==> config.mk <==
export PLATFORM = sky130hd
export DESIGN_NAME = dff_write_arbiter
export DESIGN_NICKNAME = d
export VERILOG_FILES = /design/src/rtl/dff_write_arbiter.sv
export SDC_FILE = /design/constraint.sdc
export NUM_CORES = 1
export LEC_CHECK = 0
export CORE_MARGIN = 1.5
export CORE_UTILIZATION = 60
export DETAILED_ROUTE_END_ITERATION = 6
export DONT_BUFFER_PORTS = 1
export PLACE_DENSITY = 0.75
export SLEW_MARGIN = 15
export SYNTH_ARGS = -nofsm -noshare
export SYNTH_HDL_FRONTEND = slang
export SYNTH_SLANG_ARGS = --single-unit
==> constraint.sdc <==
create_clock -name clk -period 1.8 [get_ports clk]
set_input_delay 0.27 -clock clk [delete_from_list [all_inputs] [get_ports clk]]
set_output_delay 0.27 -clock clk [all_outputs]
set_load 0.01 [all_outputs]
==> src/rtl/dff_write_arbiter.sv <==
// rtl/dff_write_arbiter.sv - round-robin arbiter granting N_REQ writers access to one shared register
// Each write is followed by a fixed hold-off window before the next arbitration.
module dff_write_arbiter #(
    parameter int N_REQ       = 4,
    parameter int WIDTH       = 8,
    parameter int HOLD_CYCLES = 2,
    parameter logic [WIDTH-1:0] RST_VAL = '0,
    localparam int OW = $clog2(N_REQ)
) (
    input  logic                   clk,
    input  logic                   rst,
    input  logic [N_REQ-1:0]       req,
    input  logic [N_REQ*WIDTH-1:0] d,
    output logic [N_REQ-1:0]       gnt,
    output logic [WIDTH-1:0]       q,
    output logic                   q_valid,
    output logic [OW-1:0]          owner,
    output logic                   busy
);

    localparam int CW = (HOLD_CYCLES > 1) ? $clog2(HOLD_CYCLES) : 1;
    localparam logic [CW-1:0] HOLD_LAST = (HOLD_CYCLES > 0) ? CW'(HOLD_CYCLES - 1) : '0;

    typedef enum logic [1:0] {IDLE, GRANT, HOLD} state_t;

    state_t           state, state_nxt;
    logic [OW-1:0]    ptr, ptr_nxt;
    logic [OW-1:0]    win, win_nxt;
    logic [OW-1:0]    owner_nxt;
    logic [CW-1:0]    cnt, cnt_nxt;
    logic [N_REQ-1:0] gnt_nxt;
    logic [WIDTH-1:0] q_nxt;
    logic             q_valid_nxt, busy_nxt;
    logic [OW-1:0]    cand, scan_idx;
    logic             scan_hit;
    logic [WIDTH-1:0] dv [N_REQ];

    for (genvar g = 0; g < N_REQ; g++) begin : g_unpack
        assign dv[g] = d[g*WIDTH +: WIDTH];
    end

    // Walk downward so the nearest requester after ptr is the one that sticks.
    always_comb begin
        scan_hit = 1'b0;
        scan_idx = '0;
        cand     = '0;
        for (int i = N_REQ; i >= 1; i--) begin
            cand = OW'((int'(ptr) + i) % N_REQ);
            if (req[cand]) begin
                scan_hit = 1'b1;
                scan_idx = cand;
            end
        end
    end

    always_comb begin
        state_nxt   = state;
        ptr_nxt     = ptr;
        win_nxt     = win;
        owner_nxt   = owner;
        cnt_nxt     = cnt;
        gnt_nxt     = '0;
        q_nxt       = q;
        q_valid_nxt = 1'b0;
        busy_nxt    = busy;
        case (state)
            IDLE: begin
                busy_nxt = 1'b0;
                if (scan_hit) begin
                    state_nxt = GRANT;
                    win_nxt   = scan_idx;
                    gnt_nxt   = N_REQ'(1) << scan_idx;
                    busy_nxt  = 1'b1;
                end
            end
            GRANT: begin
                if (req[win]) begin
                    q_nxt       = dv[win];
                    q_valid_nxt = 1'b1;
                    owner_nxt   = win;
                    ptr_nxt     = win;
                    if (HOLD_CYCLES == 0) begin
                        state_nxt = IDLE;
                        busy_nxt  = 1'b0;
                    end else begin
                        state_nxt = HOLD;
                        busy_nxt  = 1'b1;
                        cnt_nxt   = HOLD_LAST;
                    end
                end else begin
                    // Writer withdrew: abandon the slot without a hold-off.
                    state_nxt = IDLE;
                    busy_nxt  = 1'b0;
                end
            end
            HOLD: begin
                if (cnt == '0) begin
                    state_nxt = IDLE;
                    busy_nxt  = 1'b0;
                end else begin
                    cnt_nxt = cnt - 1'b1;
                end
            end
            default: begin
                state_nxt = IDLE;
                busy_nxt  = 1'b0;
            end
        endcase
    end

    always_ff @(posedge clk or posedge rst) begin
        if (rst) begin
            state   <= IDLE;
            ptr     <= OW'(N_REQ - 1);
            win     <= '0;
            owner   <= '0;
            cnt     <= '0;
            gnt     <= '0;
            q       <= RST_VAL;
            q_valid <= 1'b0;
            busy    <= 1'b0;
        end else begin
            state   <= state_nxt;
            ptr     <= ptr_nxt;
            win     <= win_nxt;
            owner   <= owner_nxt;
            cnt     <= cnt_nxt;
            gnt     <= gnt_nxt;
            q       <= q_nxt;
            q_valid <= q_valid_nxt;
            busy    <= busy_nxt;
        end
    end

endmodule
# Yosys cells after proc, flatten, opt, wreduce, memory -nomap -nowiden
# Cells that the tools add are included.
[word_totals] output_inout_bits=16 elab_cells=68 ff_bits=23 inputBits=38
[classes] n_bitwise=1 n_eq_ne=5 order_cmp=6 muxes=35 shift=1 n_reduce_logical=6 add_sub_neg=5
[op_table] op="8-bit binary-select mux with 2-bit select" n=1
[op_table] op="8-bit 2-to-1 mux" n=2
[op_table] op="2-bit by 3-bit < comparator with 1-bit output (second input constant)" n=5
[op_table] op="1-bit 2-to-1 mux" n=15
[op_table] op="2-bit 2-to-1 mux" n=7
[op_table] op="1-bit binary-select mux with 2-bit select" n=5
[op_table] op="4-bit 2-to-1 mux" n=2
[op_table] op="2-bit AND reduction" n=4
[op_table] op="2-bit inequality test (second input constant)" n=3
[op_table] op="2-bit case mux with 3 select lines" n=1
[op_table] op="2-bit by 1-bit adder with 2-bit output (second input constant)" n=2
[op_table] op="2-bit adder (second input constant)" n=2
[op_table] op="1-bit by 2-bit << shifter with 4-bit output (first input constant)" n=1
[op_table] op="3-bit >= comparator (second input constant)" n=1
[op_table] op="2-bit NOT with 3-bit output" n=1
[op_table] op="1-bit case mux with 3 select lines" n=1
[op_table] op="2-bit by 1-bit equality test with 1-bit output (second input constant)" n=1
[op_table] op="2-bit equality test (second input constant)" n=1
[op_table] op="2-bit logical NOT" n=1
[op_table] op="1-bit case mux with 2 select lines" n=1
[op_table] op="2-bit nonzero test" n=1
[op_table] op="1-bit subtractor (second input constant)" n=1

# Logic depth before layout (Yosys ltp)
# Gate-level depths: netlist of the first run.
[logic_depth] depth_word=10 ltp_mapped=6 mapped_depth_nobuf=4

# Worst setup path before layout of the first run
# OpenSTA, ideal clock, no wires.
[synth_timing] path_kind="reg2reg" start="reg win[0]" end="reg q[0]" t_arrival_ns=1.448 required_ns=1.675 n_path_buf=1 path_stages_with_launch=4 period_less_slack_ns=1.573 setup_slack_ns=0.227 setup_ns=0.125 path_cell_list="dfrtp_1 > buf_2 > mux4_2 > mux2_2"
[synth_between] elab_chain_len=4 elab_cells_between_ends=7 cone_classes="mux (5); bitwise (1); reduce/logical (1)"
[synth_rtl] element="start: declaration" line_no="28" source="logic [OW-1:0] win, win_nxt;"
[synth_rtl] element="start signal: assignment" line_no="125" source="win <= win_nxt;"
[synth_rtl] element="2-bit NOT with 3-bit output (not written as such)" line_no="78" source="q_nxt = dv[win];"
[synth_rtl] element="8-bit binary-select mux with 2-bit select" line_no="78"
[synth_rtl] element="8-bit 2-to-1 mux (not written as such) (2 in series)" line_no="78"
[synth_rtl] element="end signal: assignment" line_no="129" source="q <= q_nxt;"
[synth_rtl] element="end: declaration" line_no="15" source="output logic [WIDTH-1:0] q,"
# Several ways; a longest one is shown, not always the timed one. The select of a mux whose other input is x is not followed.
# A chain may end at the register's enable or synchronous reset.

# Final worst setup path of the first run
[layout_timing] start="reg state[1]" end="reg q[5]"
[layout_between] elab_chain_len=2
[layout_rtl] element="start: declaration" line_no="26" source="state_t state, state_nxt;"
[layout_rtl] element="start signal: assignment" line_no="123" source="state <= state_nxt;"
[layout_rtl] element="2-bit by 1-bit equality test with 1-bit output" line_no="66" source="case (state)"
[layout_rtl] element="2-bit AND reduction (no line)"
# Every way passes these cells.

==> results of run 1 <==
## power by group through the flow
| stage | sequential (mW) | combinational [mW] | clock, mW |
|---|---|---|---|
| CTS | 1.04 | 0.912 | 0.233 |
| global placement | 1.04 | 0.873 | 0 |
| global route | 1.07 | 0.998 | 0.253 |
| finish | 1.03 | 0.899 | 0.222 |
| floorplan | 1.00 | 0.762 | 0 |
| detailed placement | 1.05 | 0.906 | 0 |
## final cells by class
type	instances	area [um^2]
clock buffers	3	22.5
clock inverters	1	5.00
fillers	135	519
inverters	4	15.0
multi-input cells	59	546
flip-flops and latches	23	578
well taps	25	31.3
repair buffers	6	47.5
## registers in the layout (all words and copies together) (netlist names)
name,count
q,8
gnt,4
owner,2
ptr,2
state,2
win,2
busy,1
cnt,1
q_valid,1
## synthesized netlist by cell type
library cell and number:
a21o_1 3, a311oi_1 1, nand2_1 2, dfrtp_1 21
a221oi_1 1, or2_2 3, mux2i_1 2, buf_2 2
nor3_1 2, nor4_1 1, a21oi_1 4, mux2_2 9
o22ai_4 1, nand3b_1 2, nor2_1 8, dfstp_2 2
buf_6 1, and3_1 1, or3b_4 1, inv_1 4
nor3b_1 1, nand2b_1 5, o21ai_0 4, mux4_2 8
## what timing repair did
| action | CTS | global route |
|---|---|---|
| setup buffers | 0 | 0 |
| endpoints found under the setup margin | 0 | 0 |
| hold endpoints to repair | 21 | 0 |
| hold buffers | 1 | 0 |
## final timing paths
check                           startpoint  endpoint  slack [ns]  cells after the start
max in group asynchronous              rst    ptr[0]        1.09                      3
min in group asynchronous              rst    gnt[1]        0.42                      3
worst max register to register    state[1]      q[5]        0.13                      3
worst max-delay path              state[1]      q[5]        0.13                      3
worst min register to register         cnt       cnt        0.49                      1
worst min-delay path                req[2]    gnt[1]        0.25                      3
## stage by stage
step                setup WS [ns]   util  std cells  area (um^2)
finish                      0.134  0.706        121         1240
global route               0.0728  0.706        121         1240
CTS                         0.124  0.706        121         1240
detailed placement          0.142  0.684        116         1210
global placement            0.202  0.684        116         1210
floorplan                   0.227      -         89         1160
## worst max-delay path: cells and delay by family, from the launching register on
| kind | cells | cell delay, ns |
|---|---|---|
| multiplexers | 1 | 0.38 |
| flip-flops | 1 | 0.44 |
| AO/OA/AOI/OAI | 1 | 0.32 |
| AND/OR/NAND/NOR | 1 | 0.41 |
## cells by family (layout without fill, tap and decap cells)
| logic type | after synthesis | count (layout) | synth area share |
|---|---|---|---|
| simple gates | 26 | 26 | 0.124 |
| flops | 23 | 23 | 0.498 |
| mux | 19 | 19 | 0.260 |
| compound gates | 14 | 14 | 0.0863 |
| buf+inv | 7 | 14 | 0.0313 |
## routing by layer
layer  global-route usage  part of all wire  vias up
met4               0.0611            0.0060        0
met2                0.340              0.51       32
met5                    0                 0        -
met3               0.0654             0.083        2
li1                     -                 -      342
met1                0.247              0.40      355
==> flow_metrics.py, run 1 <==
metrics = {
    "clock_tree": {
        "cts_tree": "done",
        "clkTransAtPathRegs_ns": 0.12,
        "cts_htree_levels": 1,
        "clock_latency_ns": 0.30,
        "cts-resized-gates": 0,
        "clk_root_buffer_cell": "clkbuf_4",
        "cts.sinks": 23,
        "cts_buffers": 3,
        "cts.path.max_buffers": 2,
    },
    "critical_path": {
        "cp_data_arrival_time_ns": 1.86,
        "cp_max_fo": 11,
        "cp-start-kind": "flop",
        "cp_cell_sequence": "or3b_4 > o22ai_4 > mux2_2",
        "critical_path_required_ns": 1.99,
        "slowest_stage": "dfrtp_1",
        "critPathMaxStageDelay_ns": 0.44,
        "crit_path_end_kind": "flop",
        "worstSetupPathType": "reg -> reg",
    },
    "worst_hold_path": {
        "hp-class": "in -> reg",
    },
    "power_and_ir_drop": {
        "total_power_mw": 2.16,
        "cellPowerDensity_nw_per_um2": 1730,
        "pwr-share-seq": 0.480,
        "switchingPower_mw": 0.771,
        "swShare": 0.358,
        "internal_power_mw": 1.38,
        "clkPwrFrac": 0.103,
        "combPwrFrac": 0.417,
        "vdd.ir_drop.worst_mv": 1.10,
        "power_leakage_nw": 0.536,
    },
    "floorplan": {
        "dieArea_um2": 2210,
        "core_area_um2": 1760,
        "start_util": 0.657,
        "die_h_um": 47.0,
        "die_x_um": 47.0,
        "ios": 54,
        "rows": 15,
    },
    "finish": {
        "most-common-layout-cells": "21 x dfrtp_1, 9 x mux2_2, 8 x nor2_1, 8 x mux4_2",
        "layout.nets": 135,
        "layout_commonest_cell": "dfrtp_1",
        "syn_to_final_growth_pct": 7.34,
        "diodes": 0,
        "drive_above_1_share": 0.344,
    },
    "yosys": {
        "syn_avg_cell_area_um2": 13.0,
        "syn_area_um2": 1160,
        "synth_area_leader_cell": "dfrtp_1",
        "synth_top_area_share": 0.453,
        "ys_seq_area_frac": 0.498,
        "yosysWarnings": 0,
        "ys_types": 24,
        "synthesis.nets": 127,
        "ys_ff_latch": 23,
        "synth_area_leaders": "dfrtp_1 45%, mux4_2 16%, mux2_2 8.7%",
        "synthCells": 89,
    },
    "route": {
        "vias_per_cell": 6.04,
        "vias": 731,
        "ant_nets": 0,
        "first_iter_violations": 18,
        "drt_pass1_iterations": 5,
        "wl_per_cell_um": 16.4,
        "route.detailed.drc": 0,
        "finalWirelength_um": 1990,
    },
    "timing": {
        "slew_headroom": 0.722,
        "fin_skew_ns": 0.00674,
        "slew_viol_final": 0,
        "period_share": 0.926,
        "fin_setup_tns_ns": 0,
        "min_period_ns": 1.67,
        "grt_setup_unrepaired": "no",
        "setup_violations": 0,
        "worstMarginPinSlew_ns": 0.417,
        "finalHoldWorstSlack_ns": 0.253,
        "hold_viol": 0,
        "fmax_mhz": 600,
    },
    "global_route": {
        "grt_util_all_layers": 0.201,
        "grt_pass1_vias": 698,
        "grt_antenna_before_repair": 0,
        "grt_pass1_wl_um": 3040,
        "grt_max_degree": 24,
        "overflow": 0,
    },
    "placed_design": {
        "place_hpwl_um": 1570,
        "io_buffers": 0,
        "routabilityCongestion": 0.855,
    },
    "run_status": {
        "outcome": "complete, no violations",
    },
    "job": {
        "drv_cap": 0,
    },
}
Note: power is estimated with default switching activity, not from simulation.
==> inputs of run 2 (changes only) <==
--- a/config.mk
+++ b/config.mk
@@ -5,11 +5,12 @@
 export SDC_FILE = /design/constraint.sdc
 export NUM_CORES = 1
 export LEC_CHECK = 0
+export CORE_ASPECT_RATIO = 0.5
 export CORE_MARGIN = 1.5
-export CORE_UTILIZATION = 60
+export CORE_UTILIZATION = 24
 export DETAILED_ROUTE_END_ITERATION = 6
 export DONT_BUFFER_PORTS = 1
-export PLACE_DENSITY = 0.75
+export PLACE_DENSITY = 0.36
 export SLEW_MARGIN = 15
 export SYNTH_ARGS = -nofsm -noshare
 export SYNTH_HDL_FRONTEND = slang
==> constraint.sdc (replaced) <==
create_clock -name clk -period 1.8 [get_ports clk]
set_input_delay 0.27 -clock clk [delete_from_list [all_inputs] [get_ports clk]]
set_output_delay 0.27 -clock clk [all_outputs]
set_load 0.05 [all_outputs]
==> flow_metrics.py, run 2 (synthesized netlist as in run 1, its figures left out) <==
metrics = {
    "run_status": {
        "outcome": "complete, no violations",
    },
    "route": {
        "first_iter_violations": 23,
        "finalWirelength_um": 2760,
        "drt_pass1_iterations": 4,
        "route.detailed.drc": 0,
        "vias_per_cell": 4.59,
        "ant_nets": 0,
        "wl_per_cell_um": 16.8,
        "vias": 753,
    },
    "critical_path": {
        "crit_path_end_kind": "flop",
        "cp_data_arrival_time_ns": 1.81,
        "critical_path_required_ns": 1.99,
        "slowest_stage": "or3b_4",
        "cp-start-kind": "flop",
        "cp_max_fo": 10,
        "critPathMaxStageDelay_ns": 0.41,
        "worstSetupPathType": "reg -> reg",
        "cp_num_buf_inv": 1,
        "rrSetupSlack_ns": 0.18,
        "cp_cell_sequence": "or3b_4 > o22ai_4 > buf_4 > nor2_1 > a21oi_1",
        "path_delay_family": "compound AO/OA/AOI/OAI gates",
    },
    "global_route": {
        "overflow": 0,
        "grt_antenna_before_repair": 0,
        "grt_pass1_vias": 790,
        "grt_max_degree": 15,
        "grt_pass1_wl_um": 4260,
        "grt_util_all_layers": 0.109,
    },
    "finish": {
        "final_cells": 164,
        "syn_to_final_growth_pct": 15.7,
        "finish.utilization": 0.298,
        "drive_above_1_share": 0.357,
        "regMostFlops": "q",
        "reg_top3": "q x8, gnt x4",
        "largest_register_ffs": 8,
        "final_cell_area_um2": 1340,
        "layout_commonest_cell": "dfrtp_1",
        "most-common-layout-cells": "21 x dfrtp_1, 9 x mux2_2, 8 x nor2_1, 8 x mux4_2, 6 x buf_4",
        "fillers": 457,
        "diodes": 0,
        "layout.nets": 137,
        "regArea_um2": 578,
        "multi_input_area_um2": 546,
    },
    "worst_hold_path": {
        "hp-class": "in -> reg",
    },
    "timing": {
        "slew_viol_final": 0,
        "grt_setup_unrepaired": "no",
        "fin_skew_ns": 0.00261,
        "setup_ws_ns": 0.181,
        "hold_viol": 0,
        "fmax_mhz": 618,
        "setup_violations": 0,
        "period_share": 0.899,
        "slew_headroom": 0.642,
        "fin_setup_tns_ns": 0,
        "finalHoldWorstSlack_ns": 0.275,
        "worstMarginPinSlew_ns": 0.536,
        "min_period_ns": 1.62,
    },
    "clock_tree": {
        "cts_buffers": 3,
        "cts_htree_levels": 1,
        "cts_setup_buffers": 0,
        "clock_latency_ns": 0.27,
        "clkTransAtPathRegs_ns": 0.08,
        "clk_root_buffer_cell": "clkbuf_8",
        "cts-resized-gates": 0,
        "cts.path.max_buffers": 2,
        "cts_tree": "done",
        "cts.sinks": 23,
        "ctsHoldBuffers": 1,
    },
    "floorplan": {
        "rows": 17,
        "core_area_um2": 4510,
        "ios": 54,
        "dieArea_um2": 5280,
        "die_x_um": 101,
        "start_util": 0.257,
        "die_h_um": 52.2,
    },
    "placed_design": {
        "io_buffers": 0,
        "postPlaceCellArea_um2": 1290,
        "placed_cells": 159,
        "routabilityCongestion": 0.725,
        "dp_slack_ns": 0.194,
        "place_hpwl_um": 2300,
    },
    "power_and_ir_drop": {
        "power_leakage_nw": 0.559,
        "cellPowerDensity_nw_per_um2": 2130,
        "vdd.ir_drop.worst_mv": 0.463,
        "total_power_mw": 2.85,
    },
    "job": {
        "drv_cap": 0,
    },
}
-- run 2: final timing paths --
| path | cells after the start | start | to |
|---|---|---|---|
| worst max-delay path | 5 | win[1] | busy |
| worst min register to register | 1 | cnt | cnt |
| max in group asynchronous | 3 | rst | q[1] |
| worst min-delay path | 3 | req[2] | win[0] |
| worst max register to register | 5 | win[1] | busy |
| min in group asynchronous | 2 | rst | cnt |
-- run 2: metal layers --
metal  track usage  part of all wire  vias up
met2         0.188              0.48       34
met1         0.132              0.44      371
li1              -                 -      348
met5             0                 0        -
met4        0.0208                 0        0
met3        0.0417             0.085        0
-- run 2: area by class of cell --
class,instances,area share
Tap cell,66,0.0615
Clock inverter,1,0.00373
Inverter,4,0.0112
Multi-Input combinational cell,59,0.406
Timing Repair Buffer,8,0.0559
Clock buffer,3,0.0308
Sequential cell,23,0.431
-- run 2: power by group --
group	switching (mW)	internal, mW
logic	0.415	0.568
registers	0.775	0.772
clock network	0.169	0.155
total	1.36	1.49
-- run 2: worst register-to-register path: cells and delay by family, from the launching register on --
family / cells / cell delay [ns]
AOI/OAI and AO/OA: 2 / 0.47
DFF: 1 / 0.39
and+or+nand+nor: 2 / 0.46
buffers and inverters: 1 / 0.23
==> inputs of run 3 (changes only) <==
--- a/config.mk
+++ b/config.mk
@@ -7,10 +7,11 @@
 export LEC_CHECK = 0
 export CORE_ASPECT_RATIO = 0.5
 export CORE_MARGIN = 1.5
-export CORE_UTILIZATION = 24
+export CORE_UTILIZATION = 25
+export CTS_BUF_LIST = sky130_fd_sc_hd__clkbuf_4
 export DETAILED_ROUTE_END_ITERATION = 6
 export DONT_BUFFER_PORTS = 1
-export PLACE_DENSITY = 0.36
+export PLACE_DENSITY = 0.37
 export SLEW_MARGIN = 15
 export SYNTH_ARGS = -nofsm -noshare
 export SYNTH_HDL_FRONTEND = slang
==> flow_metrics.py, run 3 (synthesized netlist as in run 1, its figures left out) <==
metrics = {
    "timing": {
        "fmax_mhz": 614,
        "min_period_ns": 1.63,
        "fin_setup_tns_ns": 0,
        "slew_viol_final": 0,
        "grt_setup_unrepaired": "no",
        "fin_skew_ns": 0.0202,
        "slew_headroom": 0.612,
        "worstMarginPinSlew_ns": 0.582,
        "period_share": 0.905,
        "hold_viol": 0,
        "setup_violations": 0,
        "finalHoldWorstSlack_ns": 0.202,
    },
    "critical_path": {
        "crit_path_end": "q[5]",
        "path_delay_family": "multiplexers",
        "rrSetupSlack_ns": 0.17,
        "cp_cell_sequence": "buf_4 > mux4_2 > mux2_2",
        "cp_num_buf_inv": 1,
        "r2r_end": "q[5]",
        "crit_path_end_kind": "flop",
        "reg2reg_from": "win[0]",
        "critical_path.startpoint": "win[0]",
        "cp-start-kind": "flop",
        "worstSetupPathType": "reg -> reg",
        "r2r_cells": 3,
        "critPathMaxStageDelay_ns": 0.52,
        "cp_max_fo": 6,
        "critical_path_required_ns": 2.00,
        "slowest_stage": "dfrtp_1",
        "path_depth": 3,
        "cp_data_arrival_time_ns": 1.83,
    },
    "placed_design": {
        "place_hpwl_um": 2240,
        "postPlaceCellArea_um2": 1270,
        "routabilityCongestion": 0.748,
        "io_buffers": 0,
    },
    "global_route": {
        "grt_pass1_wl_um": 4230,
        "grt_antenna_before_repair": 0,
        "overflow": 0,
        "grt_max_degree": 16,
        "grt_pass1_vias": 818,
        "grt_util_all_layers": 0.110,
    },
    "clock_tree": {
        "clock_latency_ns": 0.32,
        "cts_tree": "done",
        "clk_root_buffer_cell": "clkbuf_4",
        "cts_buffers": 3,
        "clkTransAtPathRegs_ns": 0.14,
        "cts.sinks": 23,
        "cts-resized-gates": 0,
        "cts_htree_levels": 1,
        "cts.path.max_buffers": 2,
    },
    "finish": {
        "reg_top3": "q x8, gnt x4",
        "regMostFlops": "q",
        "diodes": 0,
        "fillers": 460,
        "layout.nets": 138,
        "most-common-layout-cells": "21 x dfrtp_1, 9 x mux2_2, 8 x nor2_1, 8 x mux4_2, 8 x buf_4",
        "largest_register_ffs": 8,
        "layout_commonest_cell": "dfrtp_1",
        "drive_above_1_share": 0.364,
        "syn_to_final_growth_pct": 12.9,
        "final_cell_area_um2": 1310,
        "finish.utilization": 0.296,
    },
    "floorplan": {
        "start_util": 0.262,
        "ios": 54,
        "die_x_um": 99.3,
        "die_h_um": 51.2,
        "core_area_um2": 4420,
        "rows": 17,
        "dieArea_um2": 5080,
    },
    "route": {
        "wl_per_cell_um": 17.7,
        "finalWirelength_um": 2760,
        "drt_pass1_iterations": 4,
        "ant_nets": 0,
        "first_iter_violations": 37,
        "vias": 735,
        "vias_per_cell": 4.71,
        "route.detailed.drc": 0,
    },
    "job": {
        "drv_cap": 0,
    },
    "power_and_ir_drop": {
        "power_leakage_nw": 0.547,
        "cellPowerDensity_nw_per_um2": 2110,
        "vdd.ir_drop.worst_mv": 0.339,
        "total_power_mw": 2.76,
    },
    "worst_hold_path": {
        "hp-class": "in -> reg",
    },
    "run_status": {
        "outcome": "complete, no violations",
    },
}
## run 3: changes by cell type in the layout (fill, tap and decap cells not counted), sizes merged
cell	before	now
buf	7	8
clkinvlp	0	1
clkinv	1	0
## run 3: worst reg2reg max path: stages, from the launching register on
cell	delay, ns
dfrtp_1	0.52
buf_4	0.21
mux4_2	0.51
mux2_2	0.28
## run 3: layer usage
metal	part of all wire	wire length, um	global-route usage
met5	0	0	0
met4	0.0058	16	0.0258
met3	0.084	231	0.0492
met2	0.50	1370	0.189
met1	0.41	1140	0.129
## run 3: through the flow
stage | worst slack, ns | std cells
6_report | 0.171 | 156
5_1_grt | 0.103 | 156
4_1_cts | 0.147 | 156
2_1_floorplan | 0.227 | 89
3_3_place_gp | 0.216 | 151
3_5_place_dp | 0.193 | 151
## run 3: area by class of cell
cell class              instances  area, um^2  area share
inverters                       4        15.0      0.0115
multi-input cells              59         546       0.416
flip-flops and latches         23         578       0.441
repair buffers                  9        70.1      0.0535
clock inverters                 1        7.51     0.00573
well taps                      57        71.3      0.0544
clock buffers                   3        22.5      0.0172
## run 3: worst min-delay path by stage
stage	cells after the start	from	end
3_5_place_dp	1	rst	q_valid
3_3_place_gp	1	rst	q_valid
2_1_floorplan	1	rst	busy
6_report	3	req[2]	gnt[1]
4_1_cts	3	req[2]	win[0]
5_1_grt	3	req[2]	gnt[1]
## run 3: timing repair
action                    4_1_cts  5_1_grt
hold buffers                    1        0
setup buffers                   0        0
hold endpoints to repair       12        0
## run 3: where the power goes
group	total [mW]	switching [mW]	internal (mW)
Sequential	1.55	0.778	0.771
Clock	0.248	0.163	0.0848
Combinational	0.967	0.411	0.555
Total	2.76	1.35	1.41
